==> src/rtl/cpu_pkg.sv <==
// Shared CPU-wide widths and the writeback entry format used by the writeback queue.
package cpu_pkg;
  localparam int unsigned REG_AW   = 4;
  localparam int unsigned DATA_W   = 32;
  localparam int unsigned NUM_REGS = 16;

  typedef struct packed {
    logic [REG_AW-1:0] rd;
    logic [DATA_W-1:0] data;
  } wb_entry_t;
endpackage

==> src/rtl/wb_fifo_2w1r.sv <==
// Circular buffer accepting up to two ordered writes and one read per cycle, with occupancy count.
module wb_fifo_2w1r
  import cpu_pkg::*;
#(
  parameter int unsigned DEPTH = 4
) (
  input  logic                     clk,
  input  logic                     rst_n,
  input  logic                     wr0_valid,
  input  wb_entry_t                wr0_data,
  input  logic                     wr1_valid,
  input  wb_entry_t                wr1_data,
  input  logic                     rd_en,
  output wb_entry_t                rd_data,
  output logic [$clog2(DEPTH):0]   count
);
  localparam int unsigned PW = $clog2(DEPTH);

  wb_entry_t     mem_q [DEPTH];
  logic [PW-1:0] wr_ptr_q, wr_ptr_d, rd_ptr_q, rd_ptr_d, wr1_ptr;
  logic [PW:0]   count_q, count_d;

  // Second write lands after the first; if only wr1 is valid it takes the tail slot itself.
  always_comb begin
    wr1_ptr  = wr_ptr_q + PW'(wr0_valid);
    wr_ptr_d = wr_ptr_q + PW'(wr0_valid) + PW'(wr1_valid);
    rd_ptr_d = rd_ptr_q + PW'(rd_en);
    count_d  = count_q + (PW+1)'(wr0_valid) + (PW+1)'(wr1_valid) - (PW+1)'(rd_en);
  end

  always_ff @(posedge clk) begin
    if (wr0_valid) mem_q[wr_ptr_q] <= wr0_data;
    if (wr1_valid) mem_q[wr1_ptr]  <= wr1_data;
  end

  always_ff @(posedge clk or negedge rst_n) begin
    if (!rst_n) begin
      wr_ptr_q <= '0;
      rd_ptr_q <= '0;
      count_q  <= '0;
    end else begin
      wr_ptr_q <= wr_ptr_d;
      rd_ptr_q <= rd_ptr_d;
      count_q  <= count_d;
    end
  end

  assign rd_data = mem_q[rd_ptr_q];
  assign count   = count_q;
endmodule

==> src/rtl/wb_queue.sv <==
// Writeback stage: orders ALU and load results into the register-file write port and tracks
// per-register pending writes for decode hazard detection.
module wb_queue
  import cpu_pkg::*;
#(
  parameter int unsigned DEPTH = 4,
  parameter int unsigned DW    = DATA_W,
  parameter int unsigned AW    = REG_AW
) (
  input  logic              clk,
  input  logic              rst_n,
  input  logic              iss_valid,
  input  logic [AW-1:0]     iss_rd,
  input  logic [AW-1:0]     chk_rs1,
  input  logic [AW-1:0]     chk_rs2,
  input  logic [AW-1:0]     chk_rd,
  output logic              hazard,
  output logic [2**AW-1:0]  pending,
  input  logic              alu_valid,
  input  logic [AW-1:0]     alu_rd,
  input  logic [DW-1:0]     alu_data,
  input  logic              ld_valid,
  input  logic [AW-1:0]     ld_rd,
  input  logic [DW-1:0]     ld_data,
  output logic              in_ready,
  output logic              write_enable,
  output logic [AW-1:0]     write_addr,
  output logic [DW-1:0]     write_data,
  output logic              overflow_err
);
  localparam int unsigned CW = $clog2(DEPTH) + 1;

  wb_entry_t         head, alu_e, ld_e, out_e, f0_e, f1_e;
  logic [CW-1:0]     count;
  logic [CW:0]       space, need_ld;
  logic              have_head, acc_alu, acc_ld, out_v, f0_v, f1_v, drop;
  logic              write_enable_q;
  logic [AW-1:0]     write_addr_q;
  logic [DW-1:0]     write_data_q;
  logic [2**AW-1:0]  pending_q, pending_d;
  logic              overflow_q;

  assign alu_e     = '{rd: alu_rd, data: alu_data};
  assign ld_e      = '{rd: ld_rd,  data: ld_data};
  assign have_head = (count != '0);
  assign in_ready  = (count <= CW'(DEPTH - 2));

  // Free slots after this cycle's pop; an empty queue always has room for both producers.
  always_comb begin
    space   = (CW+1)'(DEPTH) - (CW+1)'(count) + (CW+1)'(have_head);
    acc_alu = alu_valid && (space >= (CW+1)'(1));
    need_ld = acc_alu ? (CW+1)'(2) : (CW+1)'(1);
    acc_ld  = ld_valid && (space >= need_ld);
    drop    = (alu_valid && !acc_alu) || (ld_valid && !acc_ld);
  end

  // Ordered stream {head, alu, ld}: first element goes to the output register, the rest are
  // enqueued. With an empty queue this bypasses storage for single-cycle latency.
  always_comb begin
    out_v = 1'b0;
    out_e = head;
    f0_v  = 1'b0;
    f0_e  = alu_e;
    f1_v  = 1'b0;
    f1_e  = ld_e;
    if (have_head) begin
      out_v = 1'b1;
      if (acc_alu) begin
        f0_v = 1'b1;
        f1_v = acc_ld;
      end else if (acc_ld) begin
        f0_v = 1'b1;
        f0_e = ld_e;
      end
    end else if (acc_alu) begin
      out_v = 1'b1;
      out_e = alu_e;
      f0_v  = acc_ld;
      f0_e  = ld_e;
    end else if (acc_ld) begin
      out_v = 1'b1;
      out_e = ld_e;
    end
  end

  wb_fifo_2w1r #(.DEPTH(DEPTH)) u_fifo (
    .clk       (clk),
    .rst_n     (rst_n),
    .wr0_valid (f0_v),
    .wr0_data  (f0_e),
    .wr1_valid (f1_v),
    .wr1_data  (f1_e),
    .rd_en     (have_head),
    .rd_data   (head),
    .count     (count)
  );

  // Issue after retire so a same-cycle set on the retiring register wins.
  always_comb begin
    pending_d = pending_q;
    if (write_enable_q) pending_d[write_addr_q] = 1'b0;
    if (iss_valid)      pending_d[iss_rd]       = 1'b1;
  end

  always_ff @(posedge clk or negedge rst_n) begin
    if (!rst_n) begin
      write_enable_q <= 1'b0;
      write_addr_q   <= '0;
      write_data_q   <= '0;
      pending_q      <= '0;
      overflow_q     <= 1'b0;
    end else begin
      write_enable_q <= out_v;
      if (out_v) begin
        write_addr_q <= out_e.rd;
        write_data_q <= out_e.data;
      end
      pending_q  <= pending_d;
      overflow_q <= overflow_q | drop;
    end
  end

  assign hazard       = pending_q[chk_rs1] | pending_q[chk_rs2] | pending_q[chk_rd];
  assign pending      = pending_q;
  assign write_enable = write_enable_q;
  assign write_addr   = write_addr_q;
  assign write_data   = write_data_q;
  assign overflow_err = overflow_q;
endmodule

==> config.mk <==
export PLATFORM = sky130hd
export DESIGN_NAME = wb_queue
export DESIGN_NICKNAME = d
export VERILOG_FILES = /design/src/rtl/cpu_pkg.sv /design/src/rtl/wb_fifo_2w1r.sv /design/src/rtl/wb_queue.sv
export SDC_FILE = /design/constraint.sdc
export NUM_CORES = 1
export LEC_CHECK = 0
export BUFFER_PORTS_ARGS = -buffer_cell sky130_fd_sc_hd__buf_2
export CELL_PAD_IN_SITES_DETAIL_PLACEMENT = 0
export CELL_PAD_IN_SITES_GLOBAL_PLACEMENT = 1
export CORE_ASPECT_RATIO = 1.75
export CORE_MARGIN = 5
export CORE_UTILIZATION = 52
export DETAILED_ROUTE_END_ITERATION = 8
export PLACE_DENSITY = 0.85
export RECOVER_POWER = 25
export SKIP_CTS_REPAIR_TIMING = 1
export SLEW_MARGIN = 25
export SYNTH_ARGS = -nofsm -noshare
export SYNTH_HDL_FRONTEND = slang
export SYNTH_SLANG_ARGS = --single-unit
==> constraint.sdc <==
create_clock -name clk -period 9.5 [get_ports clk]
set_clock_uncertainty 0.2 [all_clocks]
set_input_delay 1.9 -clock clk [delete_from_list [all_inputs] [get_ports clk]]
set_output_delay 1.9 -clock clk [all_outputs]
set_load 0.02 [all_outputs]
After elaboration in Yosys (flattened, before gate mapping)
Memory sizes are Yosys's and may differ from the RTL's.
Index checks and enable logic that the tools add are counted.
{ "totals": {"mem_count": 1, "in_bits": 93, "ram_bits": 144, "output_inout_bits": 56, "reg_bits": 61, "elab_cells": 73} }
{ "memory_table": {"columns": ["name", "depth", "width", "rd", "rd_ports_with_merged_regs", "wr", "line", "text"], "rows": [
  ["u_fifo.mem_q", 4, 36, 1, 0, 2, "wb_fifo_2w1r.sv:19", "wb_entry_t mem_q [DEPTH];"]
]} }
{ "op_classes": {"n_bitwise": 6, "magnitude_cmp": 10, "reduce_logical": 10, "add_sub_neg": 8, "mux": 30} }
{ "ops": {"columns": ["op", "count"], "rows": [
  ["2-to-1 mux 36 bit", 7],
  ["2-to-1 mux 16 bit", 2],
  ["less-than comparator 4 x 5 -> 1 bit, second input constant", 5],
  ["AND 16 bit", 1],
  ["inverter 16 bit", 1],
  ["bitwise OR 16 bit", 1],
  ["2-to-1 mux 1 bit", 15],
  ["binary-select mux 1 bit (select 4 bit)", 3],
  [">= comparator 4 x 1 -> 1 bit, second input constant", 3],
  ["demux 1 bit (select 4 bit)", 2],
  ["adder 2 x 1 -> 2 bit", 3],
  ["adder 3 x 1 -> 3 bit", 2],
  ["logical AND 1 bit", 6],
  ["adder 4 x 1 -> 4 bit", 1],
  [">= comparator 4 x 2 -> 1 bit", 1],
  ["subtractor 3 x 3 -> 4 bit, first input constant", 1],
  ["<= comparator 3 x 2 -> 1 bit, second input constant", 1],
  ["bitwise OR 1 bit", 3],
  ["nonzero test 3 bit", 1],
  ["subtractor 3 x 1 -> 3 bit", 1],
  ["zero test 1 bit", 2],
  ["2-to-1 mux 2 bit", 1],
  ["logical OR 1 bit", 1]
]} }

Depth between registers and ports, before layout
{ "logic_depth": {"word_depth": 13, "ltp_mapped": 19} }

Cells and area by module
Synthesis repeated with hierarchy kept, for this count alone.
{ "unflattened": {"cells_unflattened": 745, "hier_area_um2": 11104.4} }
{ "modules_own_cells": {"columns": ["module", "instances", "area_per_inst_um2", "cells_each", "seq_area_each_um2"], "rows": [
  ["wb_fifo_2w1r", 1, 7423.4, 381, 4499.3],
  ["wb_queue", 1, 3681.0, 364, 1351.3]
]} }

Least setup slack after synthesis
Ideal clock, no wire load.
{ "synth_path": {"path_type": "input to register", "startpoint": "in alu_valid", "endpoint": "mem u_fifo.mem_q[0][0] (netlist bit) (enable)", "arrival_time_ns": 5.960, "setup_time_ns": 0.484, "path_slack_ns": 2.856, "n_path_buf": 1, "path_stages": 9, "cell_sequence": "a21boi_4 inv_2 buf_6 ha_1 inv_1 o21a_1 a211oi_1 nor2_1 o31ai_1"} }
{ "synth_lines": {"columns": ["element", "line", "text"], "rows": [
  ["start, declared", "wb_queue.sv:19", "input logic alu_valid,"],
  ["end, declared", "wb_fifo_2w1r.sv:19", null]
]} }

==> results.json <==
{
  "status": "finished, violations left",
  "violations": "capacitance limit, slew limit",
  "finalHoldViolCount": 0,
  "diodes": 0,
  "clk_pin_slew_ps": 70,
  "synth_cell_types": 47,
  "drive_gt1_share_pct": 40.0,
  "initial_core_util_pct": 52.3,
  "ant_nets": 0,
  "setup_tns_ps": 0,
  "clockBufferDepth": 3,
  "fin_crit_ps": 6840,
  "syn_to_final_growth_pct": 14.7,
  "final_nets": 934,
  "grt_pass1_wl_mm": 42.1,
  "cts_tree": "built",
  "syn_area_per_cell_um2": 15.7,
  "grt_overflow_total": 0,
  "synth_flop_cell": "edfxtp_1",
  "cts_buffers": 20,
  "busiest_layer": "met2",
  "row_count": 70,
  "dr.pass1.iters": 6,
  "die_x_um": 119,
  "syn-cell-area_mm2": 0.0109,
  "cp.required_ps": 9530,
  "cts_sinks": 205,
  "synth_edf_count": 144,
  "final_util_pct": 60.0,
  "hold_depth": 2,
  "hold_start": "overflow_err",
  "die-area_mm2": 0.0240,
  "wl_per_cell_um": 25.0,
  "ys_ff_latch": 205,
  "worst-slew-pin-transition_ps": 3630,
  "fp.dieH_um": 201,
  "cts-htree-levels": 1,
  "boundaryPins": 149,
  "rsz0062_at_grt": "no",
  "path_class": "input port to flop",
  "peakVddDrop_mv": 0.333,
  "r2r_cells": 18,
  "drv_slew": 93,
  "max_freq_mhz": 146,
  "relSlewSlack_pct": -142,
  "synth_seq_area_share_pct": 53.9,
  "leakage_nw": 4.64,
  "grt_pass1_vias": 7573,
  "num_vias": 7000,
  "end_kind": "flop",
  "fillers": 1615,
  "drt-total-wl_mm": 27.4,
  "holdPathEnd": "overflow_err",
  "power_density_mw_per_mm2": 400,
  "vias_per_cell": 6.37,
  "maxCapViolations": 2,
  "grt_util_met1_pct": 25.8,
  "period_share_pct": 72.0,
  "synthCells": 693,
  "place_hpwl_mm": 17.4,
  "synthesis.nets": 794,
  "grt_max_degree": 62,
  "cts_root_buf": "clkbuf_16",
  "track_usage_pct": 22.4,
  "cp_max_fo": 41,
  "clk_latency_ps": 490,
  "place_congestion": 0.850,
  "hold_class": "flop to flop",
  "r2r_slack_ps": 3040,
  "reg2reg_from": "u_fifo.count[1]",
  "rr_endpoint": "u_fifo.mem_q[1][0]",
  "coreArea_mm2": 0.0208,
  "yosysWarningCount": 0,
  "dr.first_iter.drc_count": 474,
  "crit_arrival_ps": 6870,
  "finalPower_mw": 4.98,
  "met2_usage_pct": 42.3,
  "synthArstFlopShare_pct": 29.8,
  "antenna_found_initial": 0,
  "drcViolationCount": 0,
  "setup_viol_count_final": 0,
  "io_buffers": 148,
  "grt_use_met3_pct": 2.53,
  "start_kind": "input port"
}
==> cells in the final DEF, fill, tap and decap left out, types with 2 or more instances in the layout <==
cell	count
a21o_1	2
a21oi_1	4
a221o_1	36
a22o_1	36
and2_1	37
buf_2	108
buf_4	12
bufinv_16	3
clkbuf_1	43
clkbuf_16	21
clkbuf_8	2
clkinv_2	6
dfrtp_1	60
edfxtp_1	144
ha_1	7
inv_1	9
mux2_1	32
mux2_2	85
mux2_4	30
mux2i_1	3
mux4_2	48
nand2_1	9
nand2b_1	8
nand3_1	5
nand3b_1	3
nor2_1	11
nor2_4	2
nor2b_1	3
nor3_4	2
o21ai_0	37
o21ai_4	2
o22ai_4	4
o31ai_1	3
o31ai_4	2
or2_2	2
xnor2_1	6
==> per-stage QoR <==
step	std cells	instance area [um^2]	setup slack, ps	hold slack, ps
final	1099	12500	2660	301
after global routing	1099	12500	2420	333
after global placement	1063	11800	2370	290
after detailed placement	1063	11800	2240	289
after CTS	1099	12500	2720	304
after floorplan	693	10900	2860	378
==> flip-flops by register name (all words and copies together) (netlist names) <==
name	flops
u_fifo.wr_ptr_q	2
u_fifo.mem_q	144
write_enable	1
write_addr	4
pending	16
overflow_err	1
u_fifo.count	3
u_fifo.rd_ptr_q	2
write_data	32
==> worst max-delay path, stage by stage <==
cell	delay, ps
buf_2	110
a21boi_4	160
buf_4	510
inv_2	320
ha_1	350
nor2b_1	140
o21a_1	240
a211oi_1	100
nor2_1	470
inv_1	120
ha_1	300
xnor2_1	470
a21oi_4	120
o22ai_4	560
buf_4	560
mux2_2	400
==> how the worst max path moves through the flow <==
stage,startpoint,end,cells past startpoint
after floorplan,alu_valid,u_fifo.mem_q[0][0],9
after global placement,alu_valid,u_fifo.mem_q[1][0],16
after detailed placement,alu_valid,u_fifo.mem_q[1][0],16
after CTS,alu_valid,u_fifo.mem_q[1][0],16
after global routing,alu_valid,u_fifo.mem_q[1][0],16
final,alu_valid,u_fifo.mem_q[1][0],16
==> Yosys cell counts (all sizes together), types with 2 or more instances <==
cell	number	area share, %
mux2	147	16
edfxtp	144	40
dfrtp	61	14
mux4	48	10
o21ai	39	1.8
and2	37	2.1
a221o	36	3.3
a22o	36	2.9
buf	22	1.8
clkbuf	21	0.73
nor2	13	0.59
inv	10	0.35
nand2	9	0.31
nand2b	8	0.46
ha	7	0.81
nand3	6	0.32
xnor2	6	0.48
a21oi	5	0.33
o31ai	5	0.35
nor3	4	0.28
o22ai	4	0.74
mux2i	3	0.28
nand3b	3	0.21
nor2b	3	0.17
a21o	2	0.14
or2	2	0.12
==> routing by layer <==
layer  up-vias  routed length, um
met2       282              15200
li1       3074                  -
met4         0                843
met5         -                  0
met3        55               1520
met1      3589               9890
==> cell families after synthesis <==
| kind of cell | count (synthesis) | synth area share (%) |
|---|---|---|
| AOI/OAI and AO/OA | 132 | 10.0 |
| adders and majority gates | 8 | 0.992 |
| DFF | 205 | 53.9 |
| buffers and inverters | 53 | 2.86 |
| xor gates and xnor gates | 7 | 0.565 |
| and+or+nand+nor | 90 | 5.10 |
| muxes | 198 | 26.5 |
==> cell type report <==
class,instances,area [um^2],area share (%)
inverter,10,37.5,0.301
multi-input combinational,435,4760,38.2
sequential,205,5850,47.0
timing repair buffer,161,785,6.30
clock buffer,25,561,4.50
tap,252,315,2.53
clock inverter,11,139,1.12
==> report_power, final <==
group	total, mW	internal (mW)	switching, mW
Clock	0.839	0.503	0.336
Sequential	1.78	1.52	0.260
Combinational	2.36	1.10	1.26
No activity file was read; power rests on OpenSTA's default activity.
